==> config.mk <==
export PLATFORM = sky130hd
export DESIGN_NAME = kudu_stats_ctrl
export DESIGN_NICKNAME = d
export VERILOG_FILES = /design/src/rtl/kudu_stats_ctrl.sv
export SDC_FILE = /design/constraint.sdc
export NUM_CORES = 1
export LEC_CHECK = 0
export ABC_AREA = 1
export CORE_UTILIZATION = 45
export DETAILED_ROUTE_END_ITERATION = 10
export DONT_BUFFER_PORTS = 1
export HOLD_SLACK_MARGIN = 0.1
export PLACE_DENSITY_LB_ADDON = 0.05
export SLEW_MARGIN = 20
export SYNTH_ARGS = -nofsm -noshare
export SYNTH_HDL_FRONTEND = slang
export SYNTH_SLANG_ARGS = --single-unit
export TNS_END_PERCENT = 100
==> constraint.sdc <==
create_clock -name clk_i -period 1.4 [get_ports clk_i]
set_input_delay 0.14 -clock clk_i [delete_from_list [all_inputs] [get_ports clk_i]]
set_output_delay 0.14 -clock clk_i [all_outputs]
set_load 0.005 [all_outputs]
==> src/rtl/kudu_stats_ctrl.sv <==
// -----------------------------------------------------------------------------
// kudu_stats_ctrl
//   Command decoder for the kudu_stats perf-counter block. It snoops core
//   data-side stores to a mailbox word address and turns the commands it finds
//   into single-cycle start/stop toggle pulses and a held print request.
//   It tracks the downstream count enable and runs fixed-length measurement
//   windows that auto-stop and auto-request a stats print when they expire.
//
//   Commands (wr_data_i[3:0]): 1=START 2=STOP 3=PRINT 4=WINDOW, others illegal.
//   WINDOW length is taken from wr_data_i[8 +: WIN_W].
//
// Ports
//   clk_i          in   1   clock
//   rst_i          in   1   synchronous active-high reset
//   wr_valid_i     in   1   core store accepted this cycle
//   wr_addr_i      in   32  store address
//   wr_data_i      in   32  store data: [3:0] cmd, [31:8] window length
//   start_stop_o   out  1   1-cycle pulse; downstream toggles its count enable
//   print_req_o    out  1   print request level (downstream acts on rise)
//   cnt_active_o   out  1   mirror of downstream count enable
//   window_busy_o  out  1   measurement window in progress
//   cmd_err_o      out  1   1-cycle pulse: illegal/rejected command
//   fsm_state_o    out  2   current FSM state (0=IDLE 1=RUN 2=WIN), debug
//
// Handshake: a command is taken in any cycle where wr_valid_i is high and
// wr_addr_i equals MBOX_ADDR; there is no back-pressure. Every response is
// registered and becomes visible in the following cycle.
// -----------------------------------------------------------------------------
module kudu_stats_ctrl #(
    parameter logic [31:0] MBOX_ADDR  = 32'h8000_0F00,
    parameter int          PRINT_HOLD = 4,
    parameter int          WIN_W      = 24
) (
    input  logic        clk_i,
    input  logic        rst_i,
    input  logic        wr_valid_i,
    input  logic [31:0] wr_addr_i,
    input  logic [31:0] wr_data_i,
    output logic        start_stop_o,
    output logic        print_req_o,
    output logic        cnt_active_o,
    output logic        window_busy_o,
    output logic        cmd_err_o,
    output logic [1:0]  fsm_state_o
);

    localparam int HW = $clog2(PRINT_HOLD + 1);

    localparam logic [3:0] CMD_START  = 4'd1;
    localparam logic [3:0] CMD_STOP   = 4'd2;
    localparam logic [3:0] CMD_PRINT  = 4'd3;
    localparam logic [3:0] CMD_WINDOW = 4'd4;

    typedef enum logic [1:0] {
        S_IDLE = 2'd0,
        S_RUN  = 2'd1,
        S_WIN  = 2'd2
    } state_t;

    state_t           state, state_n;
    logic [WIN_W-1:0] win_cnt, win_n;
    logic [HW-1:0]    hold_cnt;
    logic             print_gap;
    logic             auto_pend;
    logic             pulse_n, err_n, expiry, print_cmd, fire;

    logic             accept;
    logic [3:0]       cmd;
    logic [WIN_W-1:0] win_len;
    logic             is_start, is_stop, is_window;
    logic             unused_data;

    assign accept    = wr_valid_i && (wr_addr_i == MBOX_ADDR);
    assign cmd       = wr_data_i[3:0];
    assign win_len   = wr_data_i[8 +: WIN_W];
    assign is_start  = accept && (cmd == CMD_START);
    assign is_stop   = accept && (cmd == CMD_STOP);
    assign is_window = accept && (cmd == CMD_WINDOW);
    assign unused_data = ^wr_data_i[7:4];

    // Next-state / pulse logic. START/STOP arriving while a toggle pulse is
    // already on the wire are dropped so two pulses never abut; a WINDOW in
    // that cycle is rejected. WINDOW(1) is the one exception: honouring a
    // one-cycle count needs the stop pulse right after the start pulse.
    always_comb begin
        state_n   = state;
        win_n     = win_cnt;
        pulse_n   = 1'b0;
        err_n     = 1'b0;
        expiry    = 1'b0;
        print_cmd = accept && (cmd == CMD_PRINT);
        if (accept && !(cmd inside {CMD_START, CMD_STOP, CMD_PRINT, CMD_WINDOW}))
            err_n = 1'b1;
        case (state)
            S_IDLE: begin
                if (is_start && !start_stop_o) begin
                    state_n = S_RUN;
                    pulse_n = 1'b1;
                end else if (is_window) begin
                    if (win_len == '0 || start_stop_o) begin
                        err_n = 1'b1;
                    end else begin
                        state_n = S_WIN;
                        pulse_n = 1'b1;
                        win_n   = win_len;
                    end
                end
            end
            S_RUN: begin
                if (is_stop && !start_stop_o) begin
                    state_n = S_IDLE;
                    pulse_n = 1'b1;
                end else if (is_window) begin
                    err_n = 1'b1;
                end
            end
            S_WIN: begin
                if (is_window)
                    err_n = 1'b1;
                // Expiry wins over a coincident STOP: one pulse, auto-print.
                if (win_cnt == WIN_W'(1)) begin
                    expiry  = 1'b1;
                    state_n = S_IDLE;
                    pulse_n = 1'b1;
                    win_n   = '0;
                end else begin
                    win_n = win_cnt - WIN_W'(1);
                    if (is_stop && !start_stop_o) begin
                        state_n = S_IDLE;
                        pulse_n = 1'b1;
                        win_n   = '0;
                    end
                end
            end
            default: begin
                state_n = S_IDLE;
                win_n   = '0;
            end
        endcase
    end

    // A print may only rise when the request is low and the mandatory low
    // cycle after the previous hold has passed.
    assign fire = !print_req_o && !print_gap && (auto_pend || print_cmd);

    always_ff @(posedge clk_i) begin
        if (rst_i) begin
            state        <= S_IDLE;
            win_cnt      <= '0;
            start_stop_o <= 1'b0;
            cmd_err_o    <= 1'b0;
            print_req_o  <= 1'b0;
            hold_cnt     <= '0;
            print_gap    <= 1'b0;
            auto_pend    <= 1'b0;
        end else begin
            state        <= state_n;
            win_cnt      <= win_n;
            start_stop_o <= pulse_n;
            cmd_err_o    <= err_n;
            print_gap    <= print_req_o && (hold_cnt == HW'(1));
            if (fire) begin
                print_req_o <= 1'b1;
                hold_cnt    <= HW'(PRINT_HOLD);
            end else if (print_req_o) begin
                if (hold_cnt == HW'(1)) begin
                    print_req_o <= 1'b0;
                    hold_cnt    <= '0;
                end else begin
                    hold_cnt <= hold_cnt - HW'(1);
                end
            end
            // A PRINT command firing in the expiry cycle absorbs the auto-print;
            // a fire that consumed an older pending one leaves the new one queued.
            if (fire)
                auto_pend <= expiry && auto_pend;
            else
                auto_pend <= auto_pend || expiry;
        end
    end

    assign cnt_active_o  = (state != S_IDLE);
    assign window_busy_o = (state == S_WIN);
    assign fsm_state_o   = state;

endmodule
Word level (Yosys, flattened, before mapping)
Index checks and enable logic that the tools add are counted.

operators by class
  bitwise logic cells = 1
  reductions and logical operators = 27
  equal/unequal tests = 14
  $add $sub $neg = 2
  muxes and demuxes = 34

operators with widths
  kind                                                                     count
  24-bit 2-to-1 mux                                                        5
  24-bit case mux with 3 select lines                                      1
  32-bit equality test (second input constant)                             1
  24-bit by 1-bit equality test with 1-bit output (second input constant)  1
  24-bit logical NOT                                                       1
  24-bit by 1-bit subtractor with 24-bit output (second input constant)    1
  1-bit 2-to-1 mux                                                         17
  1-bit logical AND                                                        12
  2-bit 2-to-1 mux                                                         5
  3-bit 2-to-1 mux                                                         3
  4-bit by 2-bit equality test with 1-bit output (second input constant)   2
  2-bit inequality test (second input constant)                            3
  3-bit inequality test (second input constant)                            2
  1-bit case mux with 3 select lines                                       2
  2-bit case mux with 3 select lines                                       1
  4-bit by 1-bit equality test with 1-bit output (second input constant)   1
  4-bit by 3-bit equality test with 1-bit output (second input constant)   1
  1-bit logical NOT                                                        4
  4-bit AND reduction                                                      1
  2-bit nonzero test                                                       2
  4-bit nonzero test                                                       1
  3-bit by 1-bit equality test with 1-bit output (second input constant)   1
  1-bit logical OR                                                         3
  3-bit by 1-bit subtractor with 3-bit output (second input constant)      1
  6 further kinds                                                          6

word-level totals
  register bits after elaboration = 34
  input bits = 67

Depth between registers and ports, before layout
  depth after elaboration = 9
  gate-level depth with buffers = 12
  depth with buffers taken out = 12

Least setup slack after synthesis
Ideal clock, no wire load.

  path kind = flip-flop to flip-flop
  from = register win_cnt[0]
  to = register win_cnt[16]
  slack = -0.162 ns
  cell stages (with the launch flop) = 11
  arrival time = 1.449 ns
  clock period less this slack = 1.562 ns
  library setup time = 0.113 ns
  cell sequence = dfxtp_1 > inv_1 > ha_1 > nand2_2 > nor2_4 > nand3_2 > or2_1 > nor2_1 > o21ai_0 > o21ai_1 > nor2_1

on the way
  word-level cells in the longest chain between the ends = 4

RTL lines
  element                                        RTL line  RTL
  from (decl)                                    61        logic [WIN_W-1:0] win_cnt, win_n;
  from (signal assigned)                         158       win_cnt <= win_n;
  24-bit by 1-bit subtractor with 24-bit output  127       win_n = win_cnt - WIN_W'(1);
  24-bit 2-to-1 mux                              128       if (is_stop && !start_stop_o) begin
  24-bit 2-to-1 mux (*)                          121       if (win_cnt == WIN_W'(1)) begin
  24-bit case mux with 3 select lines (*)        94        case (state)

Mark *: on every way between the ends. The rest lies on a longest branch, timed or not.
A chain may end at the register's enable or synchronous reset.

Final worst setup path
  from = register win_cnt[1]
  to = register win_cnt[21]

Same word-level chain as after synthesis.

==> flow_summary.yaml <==
drt:
  via_per_inst: 5.09
  highest_layer: "met4"
  drt_iter0_drc: 141
  route.met2.wl_um: 3900
  m1WireLength_um: 3440
  final_antenna_net_count: 0
  num_vias: 2997
  wire_per_inst_um: 13.5
  routed_wl_um: 7930
  drcViolationCount: 0
  wl_met3_um: 359
  dr.pass1.iters: 4
placement:
  place_area_um2: 3270
  pre_cts_ws_ns: -0.242
  placed_cells: 574
  gp_congestion: 0.858
  portBuffers: 0
  hpwl_um: 5950
cells_and_area:
  drive_gt1_frac: 0.315
  instances_no_fill: 589
  mostFrequentLayoutCell: "nand2_1"
  fin_area_um2: 3700
  nets: 587
  n_antenna_cell: 0
  final_cell_mix: "130 x nand2_1, 64 x nor2_1, 58 x buf_4"
  area_growth_pct: 35.5
pwr:
  power.leakage_nw: 1.85
  ir_drop_uv: 486
  power.density_nw_per_um2: 605
  power_mw: 2.24
sta:
  fin_skew_ns: 0.00874
  fin_crit_sh: 1.13
  fin_ws_ns: -0.185
  setup_viol: 27
  finalHoldViolCount: 0
  drv_slew: 0
  rsz0062_at_grt: "true"
  relSlewSlack: 0.729
  fin_crit_ns: 1.58
  worst_pin_slew_ns: 0.404
  fmax_mhz: 631
run_status:
  violations: "setup timing"
  status: "finished with violations"
setup_path:
  cpMaxStageDelayCell: "dfxtp_4"
  endpoint_kind: "register"
  cp_max_fo: 3
  cpLargestDelayFamily: "simple AND/OR/NAND/NOR gates"
  max_stage_delay_ns: 0.37
  crit_arrival_ns: 1.77
  crit_path_start: "win_cnt[1]"
  worstPathBufferInverterCount: 2
  path_common_cell: "nand2_1"
  required_ns: 1.59
  start_kind: "register"
  worstReg2RegStart: "win_cnt[1]"
  crit_type: "register to register"
  path_cells: "inv_4 > ha_4 > nand2_2 > nor2_2 > nand3b_1 > nor2_4 > nor2_8 > buf_6 > nand4_1 > nand2_1 > nand2_1 > a21oi_2"
floorplanning:
  rows: 27
  core_area_um2: 5680
  die_area_um2: 6380
  initial_core_util: 0.481
  boundaryPins: 74
  dieHeight_um: 79.9
  die_x_um: 79.9
global_route:
  grt_overflow: 0
  antenna_found_initial: 0
  track_usage: 0.266
  grt_pass1_wl_um: 13000
  grt_pass1_vias: 2943
  grt_max_degree: 24
logic_synthesis:
  ys_seq_area_frac: 0.249
  synth.area.top_cells: "dfxtp_1 25%, nand2_1 18%, nor2_1 11%"
  syn-num-nets: 521
  yosys_warnings: 0
  ys_seq_elements: 34
  synth_edf_count: 0
  syn_inst: 450
  post_synth.cell_area_avg_um2: 6.06
  async_flop_share: 0
  synth-main-ff-cell: "dfxtp_1"
  synth_top_cell_by_area: "dfxtp_1"
  yosys.area.top_type_share: 0.249
  synth_cell_types: 37
  synth.cell_area_um2: 2730
clock_tree:
  clk_pin_slew_ns: 0.08
  clk_latency_ns: 0.30
  cts_made_buffers: 5
  clockBufferDepth: 2
  cts_root_buf: "clkbuf_8"
  cts_tree: "done"
  numClockSinks: 34
  htree_levels: 2
worst_hold_path:
  min_path_type: "primary input to register"
  hp-start: "wr_data_i[9]"
flow_run:
  cap_viol_max_count: 0
-- registers in the layout, summed over array words and instances, names as in the netlist --
name          flops
win_cnt          24
hold_cnt          3
fsm_state_o       2
auto_pend         1
cmd_err_o         1
print_gap         1
print_req_o       1
start_stop_o      1
-- cells by family (layout without fill, tap and decap cells) --
kind of cell	count (synthesis)	after routing	share of synthesized area
simple gates	277	278	0.448
buf+inv	62	128	0.104
compound gates	58	58	0.133
flops	34	34	0.249
xor+xnor	15	15	0.0481
fa+ha+maj	4	4	0.0183
-- metrics by stage --
stage / utilization / hold slack [ns] / setup TNS (ns)
6_report: 0.651 / 0.0810 / -4.06
2_1_floorplan: - / 0.217 / -1.37
3_5_place_dp: 0.576 / 0.207 / -4.88
3_3_place_gp: 0.576 / 0.206 / -3.97
4_1_cts: 0.618 / -0.111 / -4.02
5_1_grt: 0.651 / 0.101 / -6.18
-- report_power, final --
part	switching [mW]	internal (mW)	total (mW)
sequential	0.0000000000860	0.956	0.956
clock	0.428	0.714	1.14
combinational	0.0832	0.0541	0.137
-- worst register-to-register path: stages, from the launching register on --
cell,delay (ns)
dfxtp_4,0.37
inv_4,0.07
ha_4,0.13
nand2_2,0.05
nor2_2,0.10
nand3b_1,0.12
nor2_4,0.18
nor2_8,0.08
buf_6,0.12
nand4_1,0.08
nand2_1,0.06
nand2_1,0.07
a21oi_2,0.06
-- synth_stat cells, types with 4 or more instances --
library cell  count
a21oi_1          19
a21oi_2           5
dfxtp_1          34
ha_1              4
inv_1            48
nand2_1         134
nand2_2           5
nand3_1          23
nand4_1           7
nor2_1           83
nor2_2            6
nor2_4            4
nor3_1            4
o21ai_0           8
o21ai_1           9
o21ai_2          11
o22ai_1           4
xnor2_1           5
xor2_1           10
-- repair_timing --
item                                   4_1_cts  5_1_grt
resized for setup                           19       48
endpoints found under the hold margin       22       22
pin swaps                                   10       12
hold buffers                                 1        3
setup buffers                                2        1
cloned                                       1        0
setup endpoints to repair                   28       30
-- final timing paths --
check	endpoint	slack [ns]	cells after the start
setup / recovery	win_cnt[21]	-0.18	12
hold / removal	win_cnt[1]	0.08	4
setup reg to reg	win_cnt[21]	-0.18	12
hold reg to reg	win_cnt[1]	0.51	2
-- layout make-up --
| type | count | area, um2 |
|---|---|---|
| Multi-Input combinational cell | 355 | 1980 |
| Fill cell | 537 | 1980 |
| Sequential cell | 34 | 708 |
| Timing Repair Buffer | 68 | 581 |
| Inverter | 52 | 199 |
| Tap cell | 72 | 90.1 |
| Clock buffer | 5 | 68.8 |
| Clock inverter | 3 | 68.8 |
-- layer usage --
| layer | vias to the layer above | GRT usage |
|---|---|---|
| met4 | 0 | 0.111 |
| met1 | 1354 | 0.306 |
| met2 | 70 | 0.474 |
| met5 | - | 0 |
| li1 | 1556 | - |
| met3 | 17 | 0.0549 |
Note: power is estimated with default switching activity, not from simulation.
